### config.mk
export PLATFORM = sky130hd
export DESIGN_NAME = quad_encoder_gen_flat
export DESIGN_NICKNAME = d
export VERILOG_FILES = /design/src/rtl/quad_encoder_gen_pkg.sv /design/src/rtl/quad_encoder_gen_if.sv /design/src/rtl/quad_encoder_gen_step_timer.sv /design/src/rtl/quad_encoder_gen.sv /design/src/flat_wrapper.sv
export SDC_FILE = /design/constraint.sdc
export NUM_CORES = 1
export LEC_CHECK = 0
export ABC_AREA = 1
export ABC_CLOCK_PERIOD_IN_PS = 4700
export BUFFER_PORTS_ARGS = -buffer_cell sky130_fd_sc_hd__buf_4
export CAP_MARGIN = 10
export CORE_ASPECT_RATIO = 1.25
export CORE_MARGIN = 10
export CORE_UTILIZATION = 35
export DETAILED_ROUTE_END_ITERATION = 10
export HOLD_SLACK_MARGIN = 0.15
export PLACE_DENSITY_LB_ADDON = 0.3
export SLEW_MARGIN = 5
export SYNTH_ARGS = -nofsm -noshare
export SYNTH_HDL_FRONTEND = slang
export SYNTH_SLANG_ARGS = --single-unit
### constraint.sdc
create_clock -name clk -period 4.7 [get_ports clk]
set_input_delay 0.47 -clock clk [delete_from_list [all_inputs] [get_ports clk]]
set_output_delay 0.47 -clock clk [all_outputs]
set_load 0.01 [all_outputs]
### src/rtl/quad_encoder_gen_pkg.sv
// Shared constants for the quadrature source: Gray sequence, FSM states, saturation limits.
`timescale 1ns/1ps
package quad_encoder_gen_pkg;

  localparam logic [1:0] Q_00 = 2'b00;
  localparam logic [1:0] Q_01 = 2'b01;
  localparam logic [1:0] Q_11 = 2'b11;
  localparam logic [1:0] Q_10 = 2'b10;

  typedef enum logic {
    ST_IDLE = 1'b0,
    ST_RUN  = 1'b1
  } state_t;

  // Signed saturation bounds for a w-bit two's-complement accumulator.
  function automatic int sat_max(int unsigned w);
    return (1 << (w - 1)) - 1;
  endfunction

  function automatic int sat_min(int unsigned w);
    return -(1 << (w - 1));
  endfunction

  // One Gray step forward (00->01->11->10) or backward.
  function automatic logic [1:0] gray_step(logic [1:0] q, logic fwd);
    logic [1:0] r;
    case (q)
      Q_00:    r = fwd ? Q_01 : Q_10;
      Q_01:    r = fwd ? Q_11 : Q_00;
      Q_11:    r = fwd ? Q_10 : Q_01;
      default: r = fwd ? Q_00 : Q_11;
    endcase
    return r;
  endfunction

endpackage

### src/rtl/quad_encoder_gen_if.sv
// Host command / encoder output bundle for quad_encoder_gen.
`timescale 1ns/1ps
interface quad_encoder_gen_if #(
  parameter int unsigned size     = 8,
  parameter int unsigned div_size = 16
);
  logic                wr;
  logic [size-1:0]     data;
  logic [div_size-1:0] period;
  logic [1:0]          q;
  logic                busy;
  logic [size-1:0]     pos;
  logic                idx;

  modport master (output wr, data, period, input q, busy, pos, idx);
  modport slave  (input wr, data, period, output q, busy, pos, idx);
endinterface

### src/rtl/quad_encoder_gen_step_timer.sv
// Step-rate timer: ticks when timer >= period-1, cleared whenever not enabled.
`timescale 1ns/1ps
module quad_encoder_gen_step_timer #(
  parameter int unsigned div_size = 16
) (
  input  logic                clk,
  input  logic                rst,
  input  logic [div_size-1:0] period,
  input  logic                enable,
  output logic                tick_c
);

  logic [div_size-1:0] timer_q;

  // >= so a period lowered below the current count fires on the next edge.
  assign tick_c = enable && (period != '0) && (timer_q >= period - div_size'(1));

  always_ff @(posedge clk or negedge rst) begin
    if (!rst) begin
      timer_q <= '0;
    end else if (!enable || tick_c) begin
      timer_q <= '0;
    end else begin
      timer_q <= timer_q + div_size'(1);
    end
  end

endmodule

### src/rtl/quad_encoder_gen.sv
// Synthetic quadrature encoder: signed step commands in, Gray A/B pair and wrapping position out.
// Optional index output (rev counter modulo cpr) enabled by QUAD_ENCODER_GEN_INDEX_EN.
`timescale 1ns/1ps
module quad_encoder_gen
  import quad_encoder_gen_pkg::*;
#(
  parameter int unsigned size     = 8,
  parameter int unsigned div_size = 16,
  parameter int unsigned cpr      = 16
) (
  input  logic              clk,
  input  logic              rst,
  quad_encoder_gen_if.slave bus
);

  localparam int unsigned sum_w = size + 2;
  localparam logic signed [sum_w-1:0] hi = sum_w'(sat_max(size));
  localparam logic signed [sum_w-1:0] lo = sum_w'(sat_min(size));

  if (cpr == 0) begin : g_cpr_check
    $error("cpr must be nonzero");
  end

  state_t                  state_q, state_d;
  logic                    go, run_en, tick_c, step, fwd;
  logic signed [size-1:0]  pending_q, pending_d;
  logic signed [sum_w-1:0] sum;
  logic [1:0]              q_q, q_d;
  logic [size-1:0]         pos_q, pos_d;
  logic                    busy_q;

  quad_encoder_gen_step_timer #(.div_size(div_size)) u_timer (
    .clk    (clk),
    .rst    (rst),
    .period (bus.period),
    .enable (run_en),
    .tick_c (tick_c)
  );

  // Next state: run while there is work and a nonzero rate.
  always_comb begin
    state_d = state_q;
    go      = (pending_q != '0) && (bus.period != '0);
    case (state_q)
      ST_IDLE: if (go)  state_d = ST_RUN;
      ST_RUN:  if (!go) state_d = ST_IDLE;
      default: state_d = ST_IDLE;
    endcase
    run_en = go;
  end

  // Step direction comes from pending before any same-edge write.
  always_comb begin
    fwd   = ~pending_q[size-1];
    step  = run_en && tick_c;
    sum   = sum_w'(pending_q);
    if (bus.wr) sum = sum + sum_w'($signed(bus.data));
    if (step)   sum = fwd ? sum - sum_w'(1) : sum + sum_w'(1);
    if (sum > hi)      pending_d = hi[size-1:0];
    else if (sum < lo) pending_d = lo[size-1:0];
    else               pending_d = sum[size-1:0];
    q_d   = q_q;
    pos_d = pos_q;
    if (step) begin
      q_d   = gray_step(q_q, fwd);
      pos_d = fwd ? pos_q + size'(1) : pos_q - size'(1);
    end
  end

  always_ff @(posedge clk or negedge rst) begin
    if (!rst) begin
      state_q   <= ST_IDLE;
      pending_q <= '0;
      q_q       <= Q_00;
      pos_q     <= '0;
      busy_q    <= 1'b0;
    end else begin
      state_q   <= state_d;
      pending_q <= pending_d;
      q_q       <= q_d;
      pos_q     <= pos_d;
      busy_q    <= (pending_d != '0);
    end
  end

  assign bus.q    = q_q;
  assign bus.pos  = pos_q;
  assign bus.busy = busy_q;

`ifdef QUAD_ENCODER_GEN_INDEX_EN
  localparam int unsigned rev_w = (cpr > 1) ? $clog2(cpr) : 1;
  localparam logic [rev_w-1:0] rev_top = rev_w'(cpr - 1);

  logic [rev_w-1:0] rev_q, rev_d;
  logic             idx_q;

  // Revolution counter wraps at cpr in both directions.
  always_comb begin
    rev_d = rev_q;
    if (step) begin
      if (fwd) rev_d = (rev_q == rev_top) ? '0 : rev_q + rev_w'(1);
      else     rev_d = (rev_q == '0) ? rev_top : rev_q - rev_w'(1);
    end
  end

  always_ff @(posedge clk or negedge rst) begin
    if (!rst) begin
      rev_q <= '0;
      idx_q <= 1'b1;
    end else begin
      rev_q <= rev_d;
      idx_q <= (rev_d == '0) && (q_d == Q_00);
    end
  end

  assign bus.idx = idx_q;
`else
  assign bus.idx = 1'b0;
`endif

endmodule

### src/flat_wrapper.sv
// flat-port wrapper written by rule: the top's interface ports become plain ports
module quad_encoder_gen_flat import quad_encoder_gen_pkg::*;
#(
  parameter int unsigned size     = 8,
  parameter int unsigned div_size = 16,
  parameter int unsigned cpr      = 16
)
  (clk, rst, bus_wr, bus_data, bus_period, bus_q, bus_busy, bus_pos, bus_idx);
  quad_encoder_gen_if #(.size(size), .div_size(div_size)) bus_i ();
  input  logic clk;
  input  logic rst;
  input wire logic [$bits(bus_i.wr)-1:0] bus_wr;
  input wire logic [$bits(bus_i.data)-1:0] bus_data;
  input wire logic [$bits(bus_i.period)-1:0] bus_period;
  output wire logic [$bits(bus_i.q)-1:0] bus_q;
  output wire logic [$bits(bus_i.busy)-1:0] bus_busy;
  output wire logic [$bits(bus_i.pos)-1:0] bus_pos;
  output wire logic [$bits(bus_i.idx)-1:0] bus_idx;
  assign bus_i.wr = bus_wr;
  assign bus_i.data = bus_data;
  assign bus_i.period = bus_period;
  assign bus_q = bus_i.q;
  assign bus_busy = bus_i.busy;
  assign bus_pos = bus_i.pos;
  assign bus_idx = bus_i.idx;
  quad_encoder_gen #(.size(size), .div_size(div_size), .cpr(cpr)) u_core (.clk(clk), .rst(rst), .bus(bus_i));
endmodule
==> reports/results.ini, run 1 <==
[place]
io_buffers = 37
gp_congestion = 0.8756
dp.cells = 639
dp_hpwl_um = 6353
dp_slack_ps = 674.7
dpl_cell_area_um2 = 3879

[clock_network]
postCtsHoldBufs = 0
worstSkewPairLatency_ps = 280
postCtsSetupBuffers = 0
clockRootBuffer = clkbuf_16
cts_tree = yes
clock-sinks = 35
clkTransAtPathRegs_ps = 60
cts_max_level = 2
postCtsResizedCells = 0
cts_buffers = 5
clock_path_buffers = 2

[global_routing]
busiest_layer = met2
grt_max_degree = 36
grtUsageMet1 = 0.1183
antenna_found_initial = 0
grt.total_usage = 0.1097
overflow = 0
use_met2 = 0.2033
first_global_vias = 3095
grt_use_met3 = 0.02055
grt_pass1_wl_um = 13250

[logic_synthesis]
synth_area_leaders = dfrtp_1 (25%), ha_1 (14%), nand2_1 (13%)
syn-num-nets = 552
yosysWarnings = 0
synthArstFlopShare = 1.000
synth-main-ff-cell = dfrtp_1
synth_top_area_share = 0.2514
synthTopCellsByCount = nand2_1 (119), inv_1 (65), ha_1 (40), nor2_1 (40), dfrtp_1 (35)
synth_cell_types = 43
syn_inst = 482
syn-cell-area_um2 = 3483
avgSynthCellArea_um2 = 7.227
synth_seq_area_share = 0.2514
synth_area_leader_cell = dfrtp_1
synthMostInstantiatedCell = nand2_1
ys_ff_latch = 35
synth_edf_count = 0

[sta]
final_max_slew_viol_count = 0
tns_ps = 0
finClkSkew_ps = 4.815
finalHoldViolCount = 0
tightest_slew_ps = 544.5
timing.fmax_mhz = 270.7
setup_ws_ps = 1006
maxSlewHeadroom = 0.6361
period_share = 0.7859
rsz0062_at_grt = no
fin_crit_ps = 3694
finalSetupViolations = 0
whs_ps = 140.9

[cells_and_area]
nFillCells = 1028
finish.utilization = 0.4199
fin_cells = 647
design_area_um2 = 4056
drive_gt1_frac = 0.1497
nNetsFinal = 590
syn_to_final_growth_pct = 16.45
num_antenna_cells = 0

[setup_path]
crit_end = u_core.bus.busy
crit_type = input pin to flip-flop
crit_chain = buf_4 -> inv_1 -> ha_1 -> nand2_1 -> nor2_1 -> nand3_1 -> nor4_1 -> nand3_1 -> xnor2_1 -> inv_1 -> ha_1 -> nand4_1 -> nor2_1 -> nand3_1 -> nand3_2 -> nand2_8 -> o21ai_4 -> nand2_4 -> nand2_1 -> nand2_1 -> nor2_1 -> nand3_1
regToRegStartpoint = u_core.pending_q[0]
timing.rr.end = u_core.bus.busy
critPathBufInv = 3
path_depth = 22
crit_start = bus_period[0]
r2r_cells = 21
crit_fanout = 27
crit_path_top_delay_cell = nor4_1
slowest_delay_ps = 360
end_kind = flip-flop
path_delay_family = simple AND/OR/NAND/NOR gates
rrSetupSlack_ps = 1350
arrival_ps = 3860
required_ps = 4860
cp_common_cell = nand3_1
worstSetupStartpointType = input pin

[drt]
drtIter0Drc = 70
route.vias.total = 3086
drc_errors = 0
first_pass_iters = 5
drtAntennaViolNets = 0
routed_wl_um = 7627
wl_per_cell_um = 11.79
drt-vias-per-instance = 4.770

[outcome]
status = completed

[pwr]
power.leakage_nw = 2.145
peakVddDrop_mv = 0.2101
power.total_mw = 2.702
powerDensity_nw_per_um2 = 666.2

[job]
max_cap_viol_count = 0

[floorplanning]
io_pins = 39
die_w_um = 109.2
die_area_um2 = 14370
start_util = 0.3606
std_cell_rows = 40
die_h_um = 131.5
core_um2 = 9659

[hold_path]
hp-class = input pin to asynchronous set/reset pin

-- registers in the layout (all words and copies together) (netlist names) --
register	cells
u_core.bus.pos	8
u_core.pending_q	8
u_core.u_timer.timer_q	16
u_core.bus.q	2
u_core.bus.busy	1
-- report_power, final --
group	total, mW	switching, mW	internal [mW]
Combinational	1.75	1.03	0.714
Clock	0.402	0.135	0.267
Sequential	0.555	0.131	0.424
Total	2.70	1.30	1.40
-- final cells by class --
cell class / count / area (µm²) / share of cell area
Multi-Input combinational cell: 371 / 2302 / 0.5676
Timing Repair Buffer: 37 / 277.8 / 0.06848
Clock buffer: 6 / 138.9 / 0.03424
Clock inverter: 2 / 38.79 / 0.009562
Sequential cell: 35 / 875.8 / 0.2159
Tap cell: 126 / 157.7 / 0.03886
Inverter: 70 / 265.3 / 0.06539
-- worst register-to-register path, cell delays in order, from the launching register on --
cell	delay (ps)
dfrtp_1	400
ha_1	240
fa_1	430
nand3_1	110
nand3_1	120
xnor2_1	160
nand2_1	60
nand2_1	60
inv_1	60
ha_1	310
inv_1	90
o21ai_0	110
nand2_1	80
nand4_1	80
o21ai_0	100
o21ai_1	140
o21ai_4	240
nand2_4	110
nand2_1	70
nand2_1	60
nor2_1	120
nand3_1	90
-- worst min path at each step --
stage               from           endpoint  cells after the start
finish               rst  u_core.bus.pos[4]                      1
global route         rst  u_core.bus.pos[4]                      1
CTS                  rst  u_core.bus.pos[4]                      1
detailed placement   rst  u_core.bus.pos[4]                      1
global placement     rst  u_core.bus.pos[3]                      1
floorplan            rst    u_core.bus.busy                      0
-- cell families after synthesis --
| family | after synthesis | synth area share |
|---|---|---|
| AO/OA/AOI/OAI | 59 | 0.09950 |
| XOR/XNOR | 34 | 0.08549 |
| adder cells (fa/ha/maj) | 43 | 0.1609 |
| buffers and inverters | 76 | 0.08764 |
| flip-flops | 35 | 0.2514 |
| other | 1 | 0.001077 |
| AND/OR/NAND/NOR | 234 | 0.3139 |
-- placed cells by master, fill, tap and decap left out, drive strengths merged --
master	n
o21a	1
a22o	1
buf	37
bufinv	1
nor4	3
dfrtp	35
inv	71
nor3	8
xnor2	17
nand2	127
clkbuf	6
nand3	30
fa	3
a21oi	29
nor2	47
a21o	2
ha	40
o211ai	1
a31oi	3
or2	4
and3	3
nor3b	4
o21ai	22
nand4	8
xor2	17
conb	1
-- routing by layer --
layer	vias to the layer above	share of wire
met5	-	0
met1	1401	0.43
met4	0	0.019
met3	10	0.028
met2	47	0.52
li1	1628	-
Power figures use the tool's default switching activity.
==> run 2, diff against run 1 <==
--- a/config.mk
+++ b/config.mk
@@ -6,7 +6,7 @@
 export NUM_CORES = 1
 export LEC_CHECK = 0
 export ABC_AREA = 1
-export ABC_CLOCK_PERIOD_IN_PS = 4700
+export ABC_CLOCK_PERIOD_IN_PS = 3500
 export BUFFER_PORTS_ARGS = -buffer_cell sky130_fd_sc_hd__buf_4
 export CAP_MARGIN = 10
 export CORE_ASPECT_RATIO = 1.25
==> constraint.sdc (replaced) <==
create_clock -name clk -period 3.5 [get_ports clk]
set_input_delay 0.35 -clock clk [delete_from_list [all_inputs] [get_ports clk]]
set_output_delay 0.35 -clock clk [all_outputs]
set_load 0.01 [all_outputs]
==> reports/results.ini, run 2 (synthesized netlist as in run 1, its figures left out) <==
[cells_and_area]
syn_to_final_growth_pct = 24.10
drive_gt1_frac = 0.2146  ; +0.06484
top_register = u_core.u_timer.timer_q
finish.utilization = 0.4475  ; +0.02759
mostFrequentLayoutCells = nand2_1 (116), inv_1 (63), buf_4 (47), nor2_1 (39), dfrtp_1 (35)
final_common_cell = nand2_1
largest_reg_flops = 16  ; unchanged
nFillCells = 952  ; -7.4%
num_antenna_cells = 0  ; unchanged
nNetsFinal = 605  ; +2.5%

[setup_path]
crit_fanout = 17  ; -37%
required_ps = 3690  ; -1170 ps
arrival_ps = 3500  ; -360 ps
crit_type = input pin to flip-flop
end_kind = flip-flop
worstSetupStartpointType = input pin

[pwr]
p_switching_mw = 1.833  ; +41%
power.leakage_nw = 2.238  ; +4.3%
sequentialPowerShare = 0.191  ; -0.014
share_comb_of_total_power = 0.669  ; +0.023
p_sw_frac = 0.4780  ; -0.002440
power.total_mw = 3.834  ; +42%
powerDensity_nw_per_um2 = 887.0  ; +33%
p_clk_frac = 0.140  ; -0.009
peakVddDrop_mv = 0.2948  ; +40%
intPower_mw = 2.002  ; +43%

[floorplanning]
std_cell_rows = 40  ; unchanged
die_w_um = 109.2  ; unchanged
die_area_um2 = 14370  ; unchanged
die_h_um = 131.5  ; unchanged
start_util = 0.3606  ; unchanged
core_um2 = 9659  ; unchanged
io_pins = 39  ; unchanged

[drt]
drt-vias-per-instance = 4.826  ; +1.2%
drtAntennaViolNets = 0  ; unchanged
route.vias.total = 3195  ; +3.5%
routed_wl_um = 8051  ; +5.6%
drc_errors = 0  ; unchanged
first_pass_iters = 4  ; -1
wl_per_cell_um = 12.16  ; +3.2%
drtIter0Drc = 73  ; +4.3%

[sta]
whs_ps = 489.2  ; +348.3 ps
setup_ws_ps = 188.7  ; -817.6 ps
period_share = 0.9461
finalSetupViolations = 0  ; unchanged
timing.fmax_mhz = 302.0
finClkSkew_ps = 5.100  ; +0.2848 ps
fin_crit_ps = 3311
final_max_slew_viol_count = 0  ; unchanged
finalHoldViolCount = 0  ; unchanged
tns_ps = 0  ; unchanged

[clock_network]
cts_buffers = 5  ; unchanged
clockRootBuffer = clkbuf_16
clkTransAtPathRegs_ps = 60  ; about the same
clock-sinks = 35  ; unchanged
clock_path_buffers = 2  ; unchanged
cts_tree = yes
worstSkewPairLatency_ps = 280  ; about the same
cts_max_level = 2  ; unchanged

[place]
dp_slack_ps = -63.19  ; -737.9 ps
io_buffers = 37  ; unchanged
dp_hpwl_um = 6547  ; +3.1%
gp_congestion = 0.8507  ; -2.8%

[hold_path]
hp-class = flip-flop to flip-flop

[global_routing]
grt_max_degree = 36  ; unchanged
grt_pass1_wl_um = 13730  ; +3.6%
first_global_vias = 3275  ; +5.8%
antenna_found_initial = 0  ; unchanged
grt.total_usage = 0.1134  ; +0.003680
overflow = 0  ; unchanged

[outcome]
status = completed

[job]
max_cap_viol_count = 0  ; unchanged

-- run 2: per-stage QoR --
| step | instances | area, µm² |
|---|---|---|
| floorplan | 482 | 3483 |
| global placement | 647 | 3939 |
| detailed placement | 647 | 3939 |
| CTS | 656 | 4126 |
| global route | 662 | 4323 |
| finish | 662 | 4323 |
-- run 2: final cells by class --
cell class | instances | area [µm²] | area share
Multi-Input combinational cell | 371 | 2427 | 0.5615
Sequential cell | 35 | 875.8 | 0.2026
Timing Repair Buffer | 52 | 416.7 | 0.09638
Inverter | 70 | 267.8 | 0.06194
Tap cell | 126 | 157.7 | 0.03647
Clock buffer | 6 | 138.9 | 0.03213
Clock inverter | 2 | 38.79 | 0.008972
-- run 2: power by group through the flow --
stage          clock, mW  sequential, mW  combinational, mW
6_report           0.535           0.733               2.57
4_1_cts            0.542           0.729               2.43
2_1_floorplan          0           0.724               1.82
3_3_place_gp           0           0.730               2.35
3_5_place_dp           0           0.734               2.40
5_1_grt            0.562           0.757               2.94
-- run 2: worst paths after layout --
check,cells after the start,start,slack (ps),end
max reg2reg,20,u_core.pending_q[0],340,u_core.pending_q[1]
min in group asynchronous,2,rst,570,u_core.bus.pos[7]
max in group asynchronous,2,rst,2610,u_core.pending_q[2]
min reg2reg,1,u_core.u_timer.timer_q[0],490,u_core.u_timer.timer_q[0]
max,21,bus_period[2],190,u_core.u_timer.timer_q[9]
min,1,u_core.u_timer.timer_q[0],490,u_core.u_timer.timer_q[0]
-- run 2: critical path, cell delays in order --
cell	delay, ps
buf_4	130
nor2_4	70
nand2_2	60
nor3_2	200
nand2_1	110
nor4_2	280
nand2_1	150
nor4_2	250
xor2_1	170
inv_1	90
ha_4	240
a21oi_1	130
o21ai_0	90
nor2_1	180
nand3_4	140
nand2_8	140
buf_6	140
buf_12	130
nand2_1	70
buf_6	170
nor3b_1	190
-- run 2: metal layers --
layer | routed length, µm | up-vias | GRT usage
met4 | 214 | 0 | 0.04130
met1 | 3401 | 1459 | 0.1236
li1 | - | 1663 | -
met3 | 261 | 18 | 0.02055
met2 | 4173 | 55 | 0.2079
met5 | 0 | - | 0
-- run 2: what timing repair did --
action / in CTS / in global routing
endpoints found under the setup margin: 0 / 4
resized for setup: 0 / 37
hold buffers: 1 / 0
buffers inserted: 0 / 6
hold endpoints to repair: 35 / 0
==> run 3, diff against run 2 <==
--- a/config.mk
+++ b/config.mk
@@ -6,7 +6,7 @@
 export NUM_CORES = 1
 export LEC_CHECK = 0
 export ABC_AREA = 1
-export ABC_CLOCK_PERIOD_IN_PS = 3500
+export ABC_CLOCK_PERIOD_IN_PS = 2700
 export BUFFER_PORTS_ARGS = -buffer_cell sky130_fd_sc_hd__buf_4
 export CAP_MARGIN = 10
 export CORE_ASPECT_RATIO = 1.25
==> constraint.sdc (replaced) <==
create_clock -name clk -period 2.7 [get_ports clk]
set_input_delay 0.27 -clock clk [delete_from_list [all_inputs] [get_ports clk]]
set_output_delay 0.27 -clock clk [all_outputs]
set_load 0.01 [all_outputs]
==> reports/results.ini, run 3 (synthesized netlist as in run 1, its figures left out) <==
[place]
dpl_cell_area_um2 = 4571  ; +16%
dp_slack_ps = -622.4  ; -559.2 ps
dp.cells = 714  ; +10%
gp_congestion = 0.8711  ; +2.4%
io_buffers = 37  ; unchanged
dp_hpwl_um = 7262  ; +11%

[setup_path]
crit_start = u_core.pending_q[4]
regToRegStartpoint = u_core.pending_q[4]
crit_type = flip-flop to flip-flop
arrival_ps = 3160  ; -340 ps
required_ps = 2850  ; -840 ps
end_kind = flip-flop
crit_fanout = 4  ; -13
worstSetupStartpointType = flip-flop

[cells_and_area]
top_register = u_core.u_timer.timer_q
finish.utilization = 0.5451  ; +0.09754
fin_cells = 738  ; +11%
design_area_um2 = 5265  ; +22%
nFillCells = 883  ; -7.2%
nNetsFinal = 683  ; +13%
drive_gt1_frac = 0.4052  ; +0.1907
register_area_um2 = 875.8  ; unchanged
largest_reg_flops = 16  ; unchanged
num_antenna_cells = 0  ; unchanged
mostFrequentLayoutCells = buf_4 (116), nand2_1 (100), inv_1 (55), dfrtp_1 (35), nor2_1 (31)
syn_to_final_growth_pct = 51.15
final_common_cell = buf_4
multi_input_area_um2 = 2744  ; +13%

[outcome]
violations = setup timing
status = finished with violations

[global_routing]
first_global_vias = 3598  ; +9.9%
antenna_found_initial = 0  ; unchanged
grt.total_usage = 0.1283  ; +0.01497
grt_max_degree = 36  ; unchanged
overflow = 0  ; unchanged
grt_pass1_wl_um = 15470  ; +13%

[clock_network]
clockRootBuffer = clkbuf_16
cts_max_level = 2  ; unchanged
cts_buffers = 5  ; unchanged
clock-sinks = 35  ; unchanged
cts_tree = yes
clkTransAtPathRegs_ps = 50  ; about the same
worstSkewPairLatency_ps = 280  ; about the same
clock_path_buffers = 2  ; unchanged

[drt]
drtIter0Drc = 64  ; -12%
drtAntennaViolNets = 0  ; unchanged
first_pass_iters = 4  ; unchanged
route.vias.total = 3500  ; +9.5%
drt-vias-per-instance = 4.743  ; -1.7%
routed_wl_um = 9081  ; +13%
drc_errors = 0  ; unchanged
wl_per_cell_um = 12.30  ; +1.2%

[sta]
tns_ps = -2058  ; -2058 ps
finalSetupViolations = 9  ; +9
timing.fmax_mhz = 332.3
final_max_slew_viol_count = 0  ; unchanged
fin_crit_ps = 3009
setup_ws_ps = -309.0  ; -497.6 ps
finalHoldViolCount = 0  ; unchanged
period_share = 1.114
whs_ps = 487.6  ; -1.615 ps
rsz0062_at_grt = yes
finClkSkew_ps = 1.694  ; -3.406 ps

[pwr]
peakVddDrop_mv = 0.3502  ; +19%
power.total_mw = 6.247  ; +63%
powerDensity_nw_per_um2 = 1186  ; +34%
power.leakage_nw = 2.651  ; +18%

[floorplanning]
die_w_um = 109.2  ; unchanged
die_area_um2 = 14370  ; unchanged
io_pins = 39  ; unchanged
std_cell_rows = 40  ; unchanged
die_h_um = 131.5  ; unchanged
core_um2 = 9659  ; unchanged
start_util = 0.3606  ; unchanged

[hold_path]
worstHoldStart = u_core.u_timer.timer_q[0]
hp-class = flip-flop to flip-flop

[job]
max_cap_viol_count = 0  ; unchanged

## run 3: what timing repair did
action	4_1_cts	5_1_grt
cloned	1	0
hold buffers	1	0
setup endpoints to repair	13	35
endpoints found under the hold margin	35	0
resized for setup	47	65
pin swaps	21	22
setup buffers	9	8
## run 3: where the power goes
part / internal (mW) / switching, mW
logic: 2.35 / 2.42
registers: 0.739 / 0.212
clock network: 0.331 / 0.199
## run 3: cell type report
| class | instances | share of cell area |
|---|---|---|
| Timing Repair Buffer | 129 | 0.2003 |
| Multi-Input combinational cell | 372 | 0.5211 |
| Tap cell | 126 | 0.02994 |
| Clock buffer | 6 | 0.02448 |
| Sequential cell | 35 | 0.1663 |
| Inverter | 70 | 0.05775 |
## run 3: critical path, cell delays in order, from the launching register on
cell and delay [ps]:
dfrtp_1 430, ha_4 290, nand2_1 90, or2_2 320
nand4_1 70, nand3_1 100, o21ai_2 90, inv_2 60
ha_4 150, inv_1 130, o21ai_4 80, nand2_1 60
nand4_1 60, o21ai_1 100, o21ai_2 100, o21ai_4 250
nand2_4 110, buf_6 130, a21oi_4 150, nand3_1 90
## run 3: final timing paths
path / to / slack (ps) / cells past startpoint
setup / recovery: u_core.bus.busy / -310 / 19
hold / removal: u_core.u_timer.timer_q[0] / 490 / 1
setup reg to reg: u_core.bus.busy / -310 / 19
hold reg to reg: u_core.u_timer.timer_q[0] / 490 / 1
max in group asynchronous: u_core.pending_q[0] / 1870 / 2
min in group asynchronous: u_core.bus.pos[3] / 500 / 2
## run 3: per-layer routing
metal | vias up | global-route usage | wire length (µm) | part of all wire
met3 | 10 | 0.01761 | 215 | 0.024
met4 | 0 | 0.04855 | 229 | 0.025
li1 | 1817 | - | - | -
met2 | 54 | 0.2405 | 4913 | 0.54
met1 | 1619 | 0.1381 | 3722 | 0.41
met5 | - | 0 | 0 | 0
